===== config.mk =====
export PLATFORM = sky130hd
export DESIGN_NAME = video_line_sequencer
export DESIGN_NICKNAME = d
export VERILOG_FILES = /design/src/rtl/video_line_sequencer.sv
export SDC_FILE = /design/constraint.sdc
export NUM_CORES = 1
export LEC_CHECK = 0
export BUFFER_PORTS_ARGS = -buffer_cell sky130_fd_sc_hd__buf_2
export CAP_MARGIN = 20
export CORE_MARGIN = 2
export CORE_UTILIZATION = 58
export CTS_BUF_LIST = sky130_fd_sc_hd__clkbuf_8
export CTS_CLUSTER_SIZE = 16
export DETAILED_ROUTE_END_ITERATION = 7
export HOLD_SLACK_MARGIN = 0.1
export PLACE_DENSITY = 0.84
export SLEW_MARGIN = 20
export SYNTH_ARGS = -nofsm -noshare
export SYNTH_HDL_FRONTEND = slang
export SYNTH_SLANG_ARGS = --single-unit

===== constraint.sdc =====
create_clock -name clk_i -period 3.7 [get_ports clk_i]
set_input_delay 0.555 -clock clk_i [delete_from_list [all_inputs] [get_ports clk_i]]
set_output_delay 0.555 -clock clk_i [all_outputs]
set_load 0.05 [all_outputs]

===== src/rtl/video_line_sequencer.sv =====
// Composite video line sequencer: detects horizontal and vertical sync in a signed
// sample stream and produces burst/active gating, line counters and a lock indication.
module video_line_sequencer #(
    parameter int SYNC_THRESH  = -1024,
    parameter int SYNC_MIN     = 200,
    parameter int SYNC_MAX     = 600,
    parameter int BURST_START  = 394,
    parameter int BURST_LEN    = 186,
    parameter int ACTIVE_START = 700,
    parameter int ACTIVE_LEN   = 3840,
    parameter int LINE_TIMEOUT = 5000,
    parameter int LOCK_LINES   = 4
) (
    input  logic               clk_i,
    input  logic               rst_i,
    input  logic               enable_i,
    input  logic signed [11:0] data_in_i,
    output logic signed [11:0] sep_data_o,
    output logic               burst_gate_o,
    output logic               active_valid_o,
    output logic               line_start_o,
    output logic               vsync_pulse_o,
    output logic [12:0]        h_count_o,
    output logic [9:0]         line_count_o,
    output logic               locked_o,
    output logic [2:0]         state_o
);
    typedef enum logic [2:0] {
        S_SEARCH     = 3'd0,
        S_SYNC       = 3'd1,
        S_BACK_PORCH = 3'd2,
        S_ACTIVE     = 3'd3,
        S_FRONT      = 3'd4
    } state_t;

    localparam logic signed [11:0] THRESH = 12'(SYNC_THRESH);
    localparam logic [12:0] RUN_MIN   = 13'(SYNC_MIN);
    localparam logic [12:0] RUN_MAX   = 13'(SYNC_MAX);
    localparam logic [12:0] BURST_BEG = 13'(BURST_START);
    localparam logic [12:0] BURST_END = 13'(BURST_START + BURST_LEN);
    localparam logic [12:0] ACT_BEG   = 13'(ACTIVE_START);
    localparam logic [12:0] ACT_END   = 13'(ACTIVE_START + ACTIVE_LEN);
    localparam logic [12:0] TIMEOUT   = 13'(LINE_TIMEOUT);
    localparam logic [12:0] H_MAX     = 13'h1FFF;
    localparam logic [7:0]  LOCK_N    = 8'(LOCK_LINES);

    state_t             state_q, state_d;
    logic [12:0]        h_q, h_d;
    logic [12:0]        run_q, run_d;
    logic               long_q, long_d;
    logic [9:0]         line_cnt_q, line_cnt_d;
    logic [7:0]         good_q, good_d;
    logic               locked_q, locked_d;
    logic signed [11:0] sep_q, sep_d;
    logic               burst_q, burst_d;
    logic               active_q, active_d;
    logic               line_start_q, line_start_d;
    logic               vsync_q, vsync_d;
    logic               is_sync;

    assign is_sync = data_in_i < THRESH;

    always_comb begin
        state_d      = state_q;
        h_d          = (h_q == H_MAX) ? h_q : h_q + 13'd1;
        run_d        = run_q;
        long_d       = long_q;
        line_cnt_d   = line_cnt_q;
        good_d       = good_q;
        locked_d     = locked_q;
        line_start_d = 1'b0;
        vsync_d      = 1'b0;

        case (state_q)
            S_SEARCH: begin
                if (is_sync) begin
                    state_d = S_SYNC;
                    h_d     = '0;
                    run_d   = 13'd1;
                    long_d  = 1'b0;
                end
            end
            S_SYNC: begin
                if (is_sync) begin
                    // Run counter stops at SYNC_MAX so the vsync pulse fires only once.
                    if (run_q < RUN_MAX) begin
                        run_d = run_q + 13'd1;
                        if (run_d == RUN_MAX) begin
                            vsync_d    = 1'b1;
                            line_cnt_d = '0;
                            long_d     = 1'b1;
                        end
                    end
                end else begin
                    run_d = '0;
                    if (long_q) begin
                        state_d = S_SEARCH;
                    end else if (run_q < RUN_MIN) begin
                        state_d  = S_SEARCH;
                        locked_d = 1'b0;
                        good_d   = '0;
                    end else begin
                        state_d      = S_BACK_PORCH;
                        line_start_d = 1'b1;
                        line_cnt_d   = line_cnt_q + 10'd1;
                    end
                end
            end
            S_BACK_PORCH: begin
                if (h_d == ACT_BEG) state_d = S_ACTIVE;
            end
            S_ACTIVE: begin
                if (h_d == ACT_END) state_d = S_FRONT;
            end
            S_FRONT: begin
                if (is_sync) begin
                    state_d = S_SYNC;
                    h_d     = '0;
                    run_d   = 13'd1;
                    long_d  = 1'b0;
                    good_d  = (good_q == 8'hFF) ? good_q : good_q + 8'd1;
                    if (good_d >= LOCK_N) locked_d = 1'b1;
                end else if (h_d >= TIMEOUT) begin
                    state_d  = S_SEARCH;
                    locked_d = 1'b0;
                    good_d   = '0;
                end
            end
            default: state_d = S_SEARCH;
        endcase

        if (!enable_i) begin
            state_d      = S_SEARCH;
            h_d          = '0;
            run_d        = '0;
            long_d       = 1'b0;
            line_cnt_d   = '0;
            good_d       = '0;
            locked_d     = 1'b0;
            line_start_d = 1'b0;
            vsync_d      = 1'b0;
        end

        // Gating is derived from next-state values so it lines up with h_count_o.
        sep_d    = (state_d == S_SYNC) ? 12'sd0 : data_in_i;
        burst_d  = (state_d == S_BACK_PORCH) && (h_d >= BURST_BEG) && (h_d < BURST_END);
        active_d = (state_d == S_ACTIVE);
    end

    always_ff @(posedge clk_i) begin
        if (rst_i) begin
            state_q      <= S_SEARCH;
            h_q          <= '0;
            run_q        <= '0;
            long_q       <= 1'b0;
            line_cnt_q   <= '0;
            good_q       <= '0;
            locked_q     <= 1'b0;
            sep_q        <= '0;
            burst_q      <= 1'b0;
            active_q     <= 1'b0;
            line_start_q <= 1'b0;
            vsync_q      <= 1'b0;
        end else begin
            state_q      <= state_d;
            h_q          <= h_d;
            run_q        <= run_d;
            long_q       <= long_d;
            line_cnt_q   <= line_cnt_d;
            good_q       <= good_d;
            locked_q     <= locked_d;
            sep_q        <= sep_d;
            burst_q      <= burst_d;
            active_q     <= active_d;
            line_start_q <= line_start_d;
            vsync_q      <= vsync_d;
        end
    end

    assign sep_data_o     = sep_q;
    assign burst_gate_o   = burst_q;
    assign active_valid_o = active_q;
    assign line_start_o   = line_start_q;
    assign vsync_pulse_o  = vsync_q;
    assign h_count_o      = h_q;
    assign line_count_o   = line_cnt_q;
    assign locked_o       = locked_q;
    assign state_o        = state_q;
endmodule


**Word level (Yosys, flattened, before mapping)**

Cells that the tools add are included.

- Register bits after elaboration: 65
- Input port bits: 15
- Output and inout bits: 43
- Logic and storage cells: 112

- Add/subtract/negate cells: 4
- Magnitude comparators: 7
- Equality and inequality tests: 26
- Multiplexer cells: 44
- Bitwise operators: 4
- Reduce and logical (&&, ||, !) cells: 15

Operator list:

| operator | number |
|---|---|
| 13-bit 2-to-1 mux | 7 |
| 10-bit 2-to-1 mux | 5 |
| 8-bit 2-to-1 mux | 6 |
| 13-bit by 1-bit adder with 13-bit output, second input constant | 2 |
| 13-bit by 10-bit equality test with 1-bit output, second input constant | 2 |
| 13-bit equality test, second input constant | 2 |
| 13-bit by 10-bit less-than comparator with 1-bit output, second input constant | 2 |
| 13-bit case mux with 2 select lines | 1 |
| 3-bit 2-to-1 mux | 7 |
| 8-bit case mux with 2 select lines | 1 |
| 3-bit case mux with 5 select lines | 1 |
| 5-bit AND reduction | 3 |
| 2-bit inequality test, second input constant | 7 |
| 13-bit greater-or-equal comparator, second input constant | 1 |
| 13-bit by 9-bit greater-or-equal comparator with 1-bit output, second input constant | 1 |
| 13-bit by 8-bit less-than comparator with 1-bit output, second input constant | 1 |
| 3-bit by 2-bit equality test with 1-bit output, second input constant | 4 |
| 12-bit by 11-bit less-than comparator with 1-bit output, second input constant | 1 |
| 1-bit 2-to-1 mux | 12 |
| 10-bit by 1-bit adder with 10-bit output, second input constant | 1 |
| 5-bit OR reduction | 2 |
| 3-bit inequality test, second input constant | 3 |
| 8-bit by 1-bit adder with 8-bit output, second input constant | 1 |
| 8-bit equality test, second input constant | 1 |
| 13 further kinds | 26 |

**Depth between registers and ports, before layout**

Gate-level depths: netlist of the first run.

- Depth in word-level cells: 10
- Depth in mapped cells: 9
- Mapped depth without buffers: 8

**Least setup slack after synthesis of the first run**

OpenSTA, ideal clock, no wires.

- Kind: register to register
- Start: register h_q[0] (netlist: h_count_o[0])
- End: register active_q (netlist: active_valid_o)
- Library setup time: 0.088 ns
- Arrival time: 3.064 ns
- Required time: 3.612 ns
- Slack: 0.548 ns
- Stages on the path, launching flop included: 10
- Path buffers: 1
- Clock period less this slack: 3.152 ns
- Cell sequence: dfxtp_1 -> ha_1 -> clkbuf_2 -> and3_2 -> nand4_4 -> and4b_4 -> or4_4 -> or4_1 -> o211a_1 -> a311oi_2

- Cells in the longest elaborated chain, start to end: 8
- Elaborated cells on any way between the ends: 13
- Those cells by class: add/sub: 1; order compare: 1; eq/ne: 4; mux: 7

Ends and longest elaborated chain:

| item | RTL line | RTL |
|---|---|---|
| start: declaration | 48 | `logic [12:0] h_q, h_d;` |
| start signal: assignment | 153 | `h_q <= '0;` |
| start signal: assignment | 166 | `h_q <= h_d;` |
| 13-bit by 1-bit adder with 13-bit output or 13-bit equality test (tied branches) | 65 | `h_d = (h_q == H_MAX) ? h_q : h_q + 13'd1;` |
| 13-bit 2-to-1 mux * | 65 |  |
| 13-bit greater-or-equal comparator | 123 | `end else if (h_d >= TIMEOUT) begin` |
| 3-bit 2-to-1 mux | 123 |  |
| 3-bit 2-to-1 mux | 116 | `if (is_sync) begin` |
| 3-bit case mux with 5 select lines * | 74 | `case (state_q)` |
| 3-bit 2-to-1 mux * | 132 | `if (!enable_i) begin` |
| 3-bit by 2-bit equality test with 1-bit output * | 147 | `active_d = (state_d == S_ACTIVE);` |
| end signal: assignment | 174 | `active_q <= active_d;` |
| end: declaration | 56 | `logic active_q, active_d;` |

Every way passes the cells marked *; elsewhere a longest branch is shown, timed or not.
A chain may end at the register's enable or synchronous reset.

**Worst setup path after layout of the first run**

- Start: register h_q[0] (netlist: h_count_o[0])
- End: register good_q[0]

- Cells in the longest elaborated chain, start to end: 5
- Elaborated cells on any way between the ends: 6
- Those cells by class: add/sub: 1; order compare: 1; eq/ne: 2; mux: 1; reduce/logical: 1

Ends and longest elaborated chain:

| item | RTL line | RTL |
|---|---|---|
| 13-bit by 1-bit adder with 13-bit output or 13-bit equality test (tied branches) | 65 |  |
| 13-bit 2-to-1 mux * | 65 |  |
| 13-bit greater-or-equal comparator * | 123 |  |
| 3-bit inequality test (no line) * | -- |  |
| 5-bit AND reduction (no line) * | -- |  |
| end signal: assignment | 170 | `good_q <= good_d;` |
| end: declaration | 52 | `logic [7:0] good_q, good_d;` |

Marked as above.

==> results of run 1 <==
==> final cells by class <==
type / instances / area (µm²) / area share [%]
clock buffers: 9 / 124 / 3.19
clock inverters: 7 / 77.6 / 2.00
inverters: 8 / 30.0 / 0.772
multi-input cells: 321 / 1960 / 50.5
flip-flops and latches: 65 / 1300 / 33.5
well taps: 72 / 90.1 / 2.32
repair buffers: 59 / 300 / 7.72
==> cell usage after synthesis, types with 6 or more instances <==
cell      count  area (µm²)
nand4_1      13        81.3
nand2_1      27         101
nor3_1       15        75.1
inv_1         8        30.0
or3_1         6        37.5
nor2b_1       7        43.8
xnor2_1       8        70.1
a31oi_1      12        75.1
and3_1        9        56.3
a21oi_1      31         155
o21ai_0      19        95.1
clkbuf_1     12        45.0
dfxtp_1      65        1300
nor2_1       46         173
and2_1       16         100
nand3_1      24         120
xor2_1        7        61.3
==> power groups by stage <==
stage               registers [mW]  logic [mW]  clock network (mW)
floorplan                    0.759      0.0315                   0
CTS                          0.713      0.0863               0.625
global route                 0.714      0.0920               0.664
finish                       0.713      0.0862               0.619
detailed placement           0.729      0.0857                   0
global placement             0.729      0.0848                   0
==> per-layer routing <==
layer	share of wire [%]	global-route usage, %
met1	46	34.8
met2	46	38.8
met3	7.0	7.22
met4	1.4	10.7
met5	0	0
==> registers in the layout (all words and copies together), names as in the netlist <==
register / count
line_start_o: 1
locked_o: 1
active_valid_o: 1
vsync_pulse_o: 1
good_q: 8
line_count_o: 10
state_o: 3
burst_gate_o: 1
h_count_o: 13
run_q: 13
sep_data_o: 12
long_q: 1
==> cell families after synthesis <==
kind of cell               share of synthesized area, %
and+or+nand+nor                                    31.4
AOI/OAI and AO/OA                                  19.5
DFF                                                38.0
buffers and inverters                              4.57
xor gates and xnor gates                           3.84
muxes                                              1.21
adders and majority gates                          1.46
==> cell usage in the layout (no fill, tap or decap), types with 8 or more instances in the layout <==
master,n
a21oi_1,31
a31oi_1,12
and2_1,16
and3_1,9
buf_2,57
clkbuf_8,9
dfxtp_1,65
inv_1,8
nand2_1,27
nand3_1,24
nand4_1,13
nor2_1,46
nor3_1,15
o21ai_0,19
xnor2_1,8
==> worst paths after layout <==
path	slack, ps	endpoint	startpoint	cells after the start
worst max register to register	570	good_q[0]$_SDFFE_PP0P_	h_count_o[0]$_SDFF_PP0_	8
worst max-delay path	570	good_q[0]$_SDFFE_PP0P_	h_count_o[0]$_SDFF_PP0_	8
worst min register to register	480	run_q[12]$_SDFFE_PP0P_	run_q[12]$_SDFFE_PP0P_	1
worst min-delay path	390	sep_data_o[5]$_SDFF_PP0_	data_in_i[5]	2
==> worst max-delay path, stage by stage, from the launching register on <==
cell and delay, ps:
dfxtp_1 460, ha_1 340, nand3_1 260, nor4_2 470
or3_1 180, a21oi_1 70, o311ai_1 570, a21oi_1 360
a311oi_1 320
==> stage by stage <==
step / total power [mW] / hold slack [ps] / setup WS, ps
3_5_place_dp: 0.815 / 471 / 672
4_1_cts: 1.42 / 386 / 636
5_1_grt: 1.47 / 378 / 354
2_1_floorplan: 0.790 / 454 / 548
3_3_place_gp: 0.814 / 467 / 803
6_report: 1.42 / 391 / 575
==> run metrics, run 1 <==
TNS Setup 0 ps; largest net degree at the start of global routing 21; Fmax 0.320 GHz; CTS Hold Bufs 0; Setup Viol. Count Final 0; sequential share of power 50.3%; post-synthesis register bit count 65; first-pass GRT wire length 13,100 µm; CP arrival 3380 ps; PwrDens between 300 and 400 nW/µm²; post-detail-place hpwl 5650 µm; HP Class input port to flip-flop; htree depth 3; WL/cell 15.2 µm; slew margin rel. about two fifths; Final Hold Fails 0; internal power 1.05 mW; sw frac 26.1%; die width 80.8 µm; post-route ant nets 0; slew at the pin closest to its max-slew limit 916 ps; Worst Setup End Kind flip-flop; grt ovf 0; leakage power 1.52 nW; clock share of power a little over two fifths; CTS clk-pin slew, worst paths around 80 ps; Placer Congestion 0.900; dominant synthesized flop cell dfxtp_1; Post-Synthesis Cells 418; Vias/cell between 6 and 7; fin area 3890 µm²; layout cell share with drive strength beyond 1 20.3%; Root Buffer clkbuf_8; final slew viol count 0; outcome finished clean; total wire length 8200 µm; syn_nets between 400 and 500; IO buf count 57; Syn Area/Cell 8.19 µm²; DIE AREA 6530 µm²; Logic pwr share 6.1%; CP Class flip-flop to flip-flop; TritonCTS clock tree yes; core area 5610 µm²; Max Root-Sink Buffers 2; vias 3,315; ant diodes 0; post_cts resized 0; Critical Path Start Type flip-flop; Residual DRC 0; final net count approximately 480; area delta synth->final 13.6%; P_sw 0.371 mW; part of the Yosys area used for sequential elements 38.0%; Peak VDD IR 0.000240 V; fraction of registers with async set/reset 0%; critical path required time approximately 4000 ps; Initial DRC Count 238; clk_lat worst skew 360 ps; Post-synth EDFFs 0; Initial DRT Pass Iterations 5; RSZ-0062 raised after global routing false; global-route usage over all layers 25.8%; fillers ~470; vias in the first global route 2,860; synthesized cell area 3420 µm²; antenna violations before repair 0; dpl cell area 3690 µm²; Syn. warnings 0; Boundary Pins 58; die height 80.8 µm; Inserted Clock Buffers 9; initial core utilization 61.0%; Finished Layout Cells 541; minimum clock period 3130 ps; Netlist cell types 66; period utilisation layout 84.5%; post-layout util 69.3%; Worst Skew 7.32 ps; Clock Sinks 65; Max-cap violations 0; placed insts 525; num rows 27; maximum fanout along the worst path 8; # Post-CTS Setup Buffers 0
(Power assumes the default switching activity.)
==> inputs of run 2 (changes only) <==
Settings changed: CORE_UTILIZATION 58 to 53, PLACE_DENSITY 0.84 to 0.81.
Clock period 3.7 ns to 2.75 ns, I/O delays scaled along.
==> run 2 against run 1 <==
Flip-flop and latch count stayed put. Power is 41% higher. Clock skew is 2.7 ps higher. Clock power is 49% higher. Via count is 0.18% higher. Critical path type unchanged.
==> run metrics, run 2 (synthesized netlist as in run 1, its figures left out) <==
period utilisation layout 94.8% (+10 points); commonest non-fill, non-tap cell in the layout buf_2; HP Class input port to flip-flop; Peak VDD IR 0.000386 V (+61%); ant diodes 0 (unchanged); Final Hold Fails 0 (unchanged); clk_lat worst skew 350 ps (about the same); CP Class flip-flop to flip-flop; Max-cap violations 0 (unchanged); CTS clk-pin slew, worst paths 80 ps (about the same); outcome finished clean; grt ovf 0 (unchanged); Finished Layout Cells 555 (+2.6%); post-layout util 64.3% (-5.0 points); Max Root-Sink Buffers 2 (unchanged); commonest cells after routing, fill and taps aside 57 x buf_2, 52 x dfxtp_1, 46 x nor2_1, 31 x a21oi_1, 27 x nand2_1; vias 3,321 (+0.18%); slew margin rel. 45.8% (+6.8 points); Worst Setup End Kind flip-flop; slowest library cell on the worst path or4b_2; post-route ant nets 0 (unchanged); first-pass GRT wire length 13,600 µm (+3.4%); placed insts 538 (+2.5%); htree depth 3 (unchanged); Fmax 0.383 GHz (+20%); WL/cell 15.2 µm (+0.13%); post-detail-place hpwl 6130 µm (+8.6%); num rows 29 (+7.4%); CP Cell Sequence ha_4 > nand3_4 > nor3_1 > a311o_1 > or4b_2 > or4_1 > o211a_1 > a311oi_2; CP delay by family, top simple AND/OR/NAND/NOR gates; Setup Viol. Count Final 0 (unchanged); critical path required time 3010 ps (-950 ps); initial core utilization 54.2% (-6.8 points); Vias/cell 5.98 (-2.3%); CTS Hold Bufs 0 (unchanged); total power 2.00 mW (+41%); Inserted Clock Buffers 9 (unchanged); final net count 492 (+1.9%); core area 6310 µm² (+13%); Worst Skew 9.98 ps (+2.66 ps); die height 84.4 µm (+4.4%); leakage power 1.60 nW (+4.8%); Critical Path Max Stage Delay 600 ps (+30 ps); Clock Sinks 65 (unchanged); TNS Setup 0 ps (unchanged); die width 84.4 µm (+4.4%); Initial DRC Count 296 (+24%); Critical Path Start Type flip-flop; Initial DRT Pass Iterations 5 (unchanged); Buf/Inv on CP 0 (unchanged); maximum fanout along the worst path 8 (unchanged); PwrDens 492 nW/µm² (+35%); final slew viol count 0 (unchanged); total wire length 8420 µm (+2.7%); DIE AREA 7120 µm² (+9.0%); RSZ-0062 raised after global routing false; Root Buffer clkbuf_8; layout cell share with drive strength beyond 1 25.7% (+5.5 points); Residual DRC 0 (unchanged); largest net degree at the start of global routing 21 (unchanged); global-route usage over all layers 23.3% (-2.4 points); vias in the first global route 2,954 (+3.3%); Placer Congestion 0.981 (+9.0%); area delta synth->final 18.7%; TritonCTS clock tree yes; minimum clock period 2610 ps (-518 ps); Boundary Pins 58 (unchanged); slew at the pin closest to its max-slew limit 813 ps (-102 ps); IO buf count 57 (unchanged); CP arrival 2870 ps (-510 ps); antenna violations before repair 0 (unchanged)
run 2: changes by cell type in the layout (fill, tap and decap cells not counted), sizes merged:
cell      delta
inv          +1
clkinv       -1
clkinvlp     -1
bufinv       +1
buf          +9
run 2: worst paths after layout:
kind | cells past startpoint | endpoint | slack (ps) | startpoint
setup / recovery | 8 | active_valid_o$_SDFF_PP0_ | 140 | h_count_o[0]$_SDFF_PP0_
hold / removal | 2 | sep_data_o[0]$_SDFF_PP0_ | 260 | data_in_i[0]
setup reg to reg | 8 | active_valid_o$_SDFF_PP0_ | 140 | h_count_o[0]$_SDFF_PP0_
hold reg to reg | 1 | run_q[11]$_SDFFE_PP0P_ | 490 | run_q[11]$_SDFFE_PP0P_
run 2: power by group:
part           internal [mW]  leakage, nW  switching (mW)  total [mW]
sequential             0.946        0.535         0.00743       0.954
clock                  0.520        0.115           0.404       0.924
combinational         0.0343        0.945          0.0869       0.121
run 2: metal layers:
| layer | share of wire [%] | global-route usage [%] | routed length (µm) | up-vias |
|---|---|---|---|---|
| met5 | 0 | 0 | 0 | - |
| met4 | 3.1 | 12.0 | 259 | 0 |
| met3 | 5.9 | 5.41 | 498 | 25 |
| met2 | 46 | 36.9 | 3910 | 110 |
| met1 | 45 | 29.9 | 3760 | 1546 |
| li1 | - | - | - | 1640 |
run 2: area by class of cell:
cell class	instances	area, µm²
flip-flops and latches	65	1340
well taps	77	96.3
clock buffers	9	124
multi-input cells	321	2010
clock inverters	7	100
inverters	8	30.0
fillers	526	2250
repair buffers	68	368
run 2: worst reg2reg max path: cells and delay by family, from the launching register on:
| family | cells | cell delay, ps |
|---|---|---|
| adders and majority gates | 1 | 190 |
| AOI/OAI and AO/OA | 3 | 730 |
| and+or+nand+nor | 4 | 1220 |
| DFF | 1 | 380 |
run 2: stage by stage:
| step | hold WS (ps) | instance area [µm²] | worst slack (ps) |
|---|---|---|---|
| 6_report | 260 | 4060 | 142 |
| 5_1_grt | 257 | 4060 | 49.9 |
| 4_1_cts | 246 | 4030 | 66.1 |
| 3_5_place_dp | 469 | 3810 | 72.0 |
| 3_3_place_gp | 469 | 3810 | 123 |
| 2_1_floorplan | 454 | 3490 | 15.8 |
run 2: timing repair:
item                                    in CTS  in global routing
gates resized for setup                      0                  5
setup buffers                                0                  1
endpoints found under the setup margin       0                  2
hold endpoints to repair                     0                  0
==> inputs of run 3 (changes only) <==
Settings changed: CELL_PAD_IN_SITES_DETAIL_PLACEMENT set to 0, CELL_PAD_IN_SITES_GLOBAL_PLACEMENT set to 1, CORE_UTILIZATION 53 to 39, PLACE_DENSITY 0.81 to 0.8.
==> run 3 against run 2 <==
Fmax fell by 1.2%. Global-route usage fell by 4.4 points. First-iteration DRC count fell by 41%. Largest power group unchanged. Largest cell class unchanged. Clock power fell by 5.2%. Power fell by 2.2%. Clock skew fell by 0.97 ps. Sequential share of layout area fell by 0.97 points. Combinational power rose by 5%. Clock-buffer cell count did not move. Hold slack got worse by 5.5 ps. Final cell count rose by 7.6%.
==> run metrics, run 3 (synthesized netlist as in run 1, its figures left out) <==
CP Class flip-flop to flip-flop; reg2reg start h_count_o[0]$_SDFF_PP0_; maximum fanout along the worst path 7 (-1); slowest library cell on the worst path or4b_2; die height 97.7 µm (+16%); Reg2Reg Capture Point active_valid_o$_SDFF_PP0_; Inserted Clock Buffers 9 (unchanged); CTS clk-pin slew, worst paths 80 ps (about the same); final net count 503 (+2.2%); Buf/Inv on CP 0 (unchanged); CP Cell Sequence and4_2 > o2111ai_2 > xor2_2 > or4b_2 > or4_1 > o211a_1 > a311oi_2; Fmax 0.379 GHz (-1.2%); ant diodes 0 (unchanged); Root Buffer clkbuf_8; CP arrival 2900 ps (+30 ps); global-route usage over all layers 19.0% (-4.4 points); met2 Track Usage GR 29.7% (-7.2 points); minimum clock period 2640 ps (+31.5 ps); clk_lat worst skew 350 ps (about the same); leakage power 1.63 nW (+2.4%); Residual DRC 0 (unchanged); routing usage on met1 25.6% (-4.3 points); Logic pwr share 6.5% (+0.4 points); Vias/cell 5.58 (-6.8%); TritonCTS clock tree yes; post-detail-place hpwl 6510 µm (+6.1%); worst hold endpoint sep_data_o[1]$_SDFF_PP0_; layout cell share with drive strength beyond 1 27.4% (+1.7 points); HP Class input port to flip-flop; Worst Setup End Kind flip-flop; die width 97.7 µm (+16%); Final Hold Fails 0 (unchanged); vias 3,330 (+0.27%); core area 8590 µm² (+36%); clock share of power 44.8% (-1.4 points); Initial DRT Pass Iterations 5 (unchanged); slew at the pin closest to its max-slew limit 867 ps (+54.1 ps); Placer Congestion 0.931 (-5.2%); gr busiest metal met2; Hold Path Origin data_in_i[1]; RSZ-0062 raised after global routing false; CP delay by family, top simple AND/OR/NAND/NOR gates; post-route ant nets 0 (unchanged); met3 usage 3.88% (-1.5 points); vias in the first global route 3,094 (+4.7%); IO buf count 57 (unchanged); PwrDens 467 nW/µm² (-5.0%); Critical Path Max Stage Delay 630 ps (+30 ps); r2r setup slk 110 ps (-30 ps); worst reg-to-reg path cell count 7 (-1); WL/cell 15.1 µm (-0.48%); TNS Setup 0 ps (unchanged); Setup Viol. Count Final 0 (unchanged); commonest non-fill, non-tap cell in the layout buf_2; Peak VDD IR 0.000399 V (+3.3%); sw frac 27.4% (+2.5 points); P_sw 0.536 mW (+7.5%); largest net degree at the start of global routing 21 (unchanged); Setup WS pre-CTS 36.6 ps (-35.4 ps); Worst Skew 9.01 ps (-0.970 ps); Max-cap violations 0 (unchanged); htree depth 3 (unchanged); Boundary Pins 58 (unchanged); outcome finished clean; period utilisation layout 96.0% (+1.1 points); Clock Sinks 65 (unchanged); post-route setup slack 111 ps (-31.5 ps); commonest cells after routing, fill and taps aside 57 x buf_2, 52 x dfxtp_1, 46 x nor2_1, 31 x a21oi_1, 27 x nand2_1; slew margin rel. 41.9% (-3.9 points); first-pass GRT wire length 14,800 µm (+9.3%); WHS Path Cells 2 (unchanged); critical path required time 3010 ps (about the same); Initial DRC Count 174 (-41%); area delta synth->final 22.3%; Critical Path Start Type flip-flop; grt ovf 0 (unchanged); num rows 34 (+17%); Max Root-Sink Buffers 2 (unchanged); internal power 1.42 mW (-5.3%); sequential share of power 48.7% (+1.0 points); total wire length 9020 µm (+7.1%); DIE AREA 9540 µm² (+34%); antenna violations before repair 0 (unchanged); initial core utilization 39.8% (-14 points); final slew viol count 0 (unchanged)
-- run 3: changes by cell type in the layout (fill, tap and decap cells not counted), sizes merged --
cell      change
clkinv        -1
inv           +1
buf          +11
bufinv        -1
clkinvlp      +1
-- run 3: how the worst max path moves through the flow --
stage / from / to / slack [ps] / cells past startpoint
floorplan: h_count_o[7]$_SDFF_PP0_ / active_valid_o$_SDFF_PP0_ / 20 / 8
global placement: h_count_o[0]$_SDFF_PP0_ / active_valid_o$_SDFF_PP0_ / 100 / 7
detailed placement: h_count_o[0]$_SDFF_PP0_ / active_valid_o$_SDFF_PP0_ / 40 / 7
CTS: h_count_o[0]$_SDFF_PP0_ / active_valid_o$_SDFF_PP0_ / 2 / 7
global route: h_count_o[0]$_SDFF_PP0_ / active_valid_o$_SDFF_PP0_ / 3 / 7
finish: h_count_o[0]$_SDFF_PP0_ / active_valid_o$_SDFF_PP0_ / 110 / 7
-- run 3: layer usage --
layer	part of all wire (%)	vias to the layer above
met2	46	96
met3	5.6	12
met5	0	-
met4	1.7	0
met1	47	1562
li1	-	1660
-- run 3: stage by stage --
stage	util (%)	power, mW	hold WS (ps)	std cells	area (µm²)
after CTS	47.6	1.97	245	590	4090
after floorplan	-	1.06	454	418	3490
after global routing	48.7	2.03	246	597	4190
after detailed placement	45.2	1.10	472	574	3880
after global placement	45.2	1.10	467	574	3880
final	48.7	1.96	255	597	4190
-- run 3: repair_timing --
item	4_1_cts	5_1_grt
hold buffers	0	0
setup endpoints to repair	0	9
gates resized for setup	0	7
hold endpoints to repair	0	0
setup buffers	0	7
-- run 3: worst register-to-register path: stages, from the launching register on --
cell       delay, ps
dfxtp_4          400
and4_2           350
o2111ai_2        180
xor2_2           220
or4b_2           630
or4_1            410
o211a_1          170
a311oi_2         190
-- run 3: area by class of cell --
| class | instances | area [µm²] |
|---|---|---|
| clock inverters | 7 | 83.8 |
| fillers | 827 | 4410 |
| repair buffers | 79 | 450 |
| inverters | 8 | 30.0 |
| well taps | 108 | 135 |
| clock buffers | 9 | 124 |
| flip-flops and latches | 65 | 1340 |
| multi-input cells | 321 | 2030 |
-- run 3: power groups by stage --
| stage | clock, mW | sequential [mW] | combinational (mW) |
|---|---|---|---|
| floorplan | 0 | 1.02 | 0.0435 |
| global placement | 0 | 0.976 | 0.124 |
| detailed placement | 0 | 0.976 | 0.124 |
| CTS | 0.891 | 0.954 | 0.124 |
| global route | 0.937 | 0.956 | 0.136 |
| finish | 0.876 | 0.953 | 0.127 |
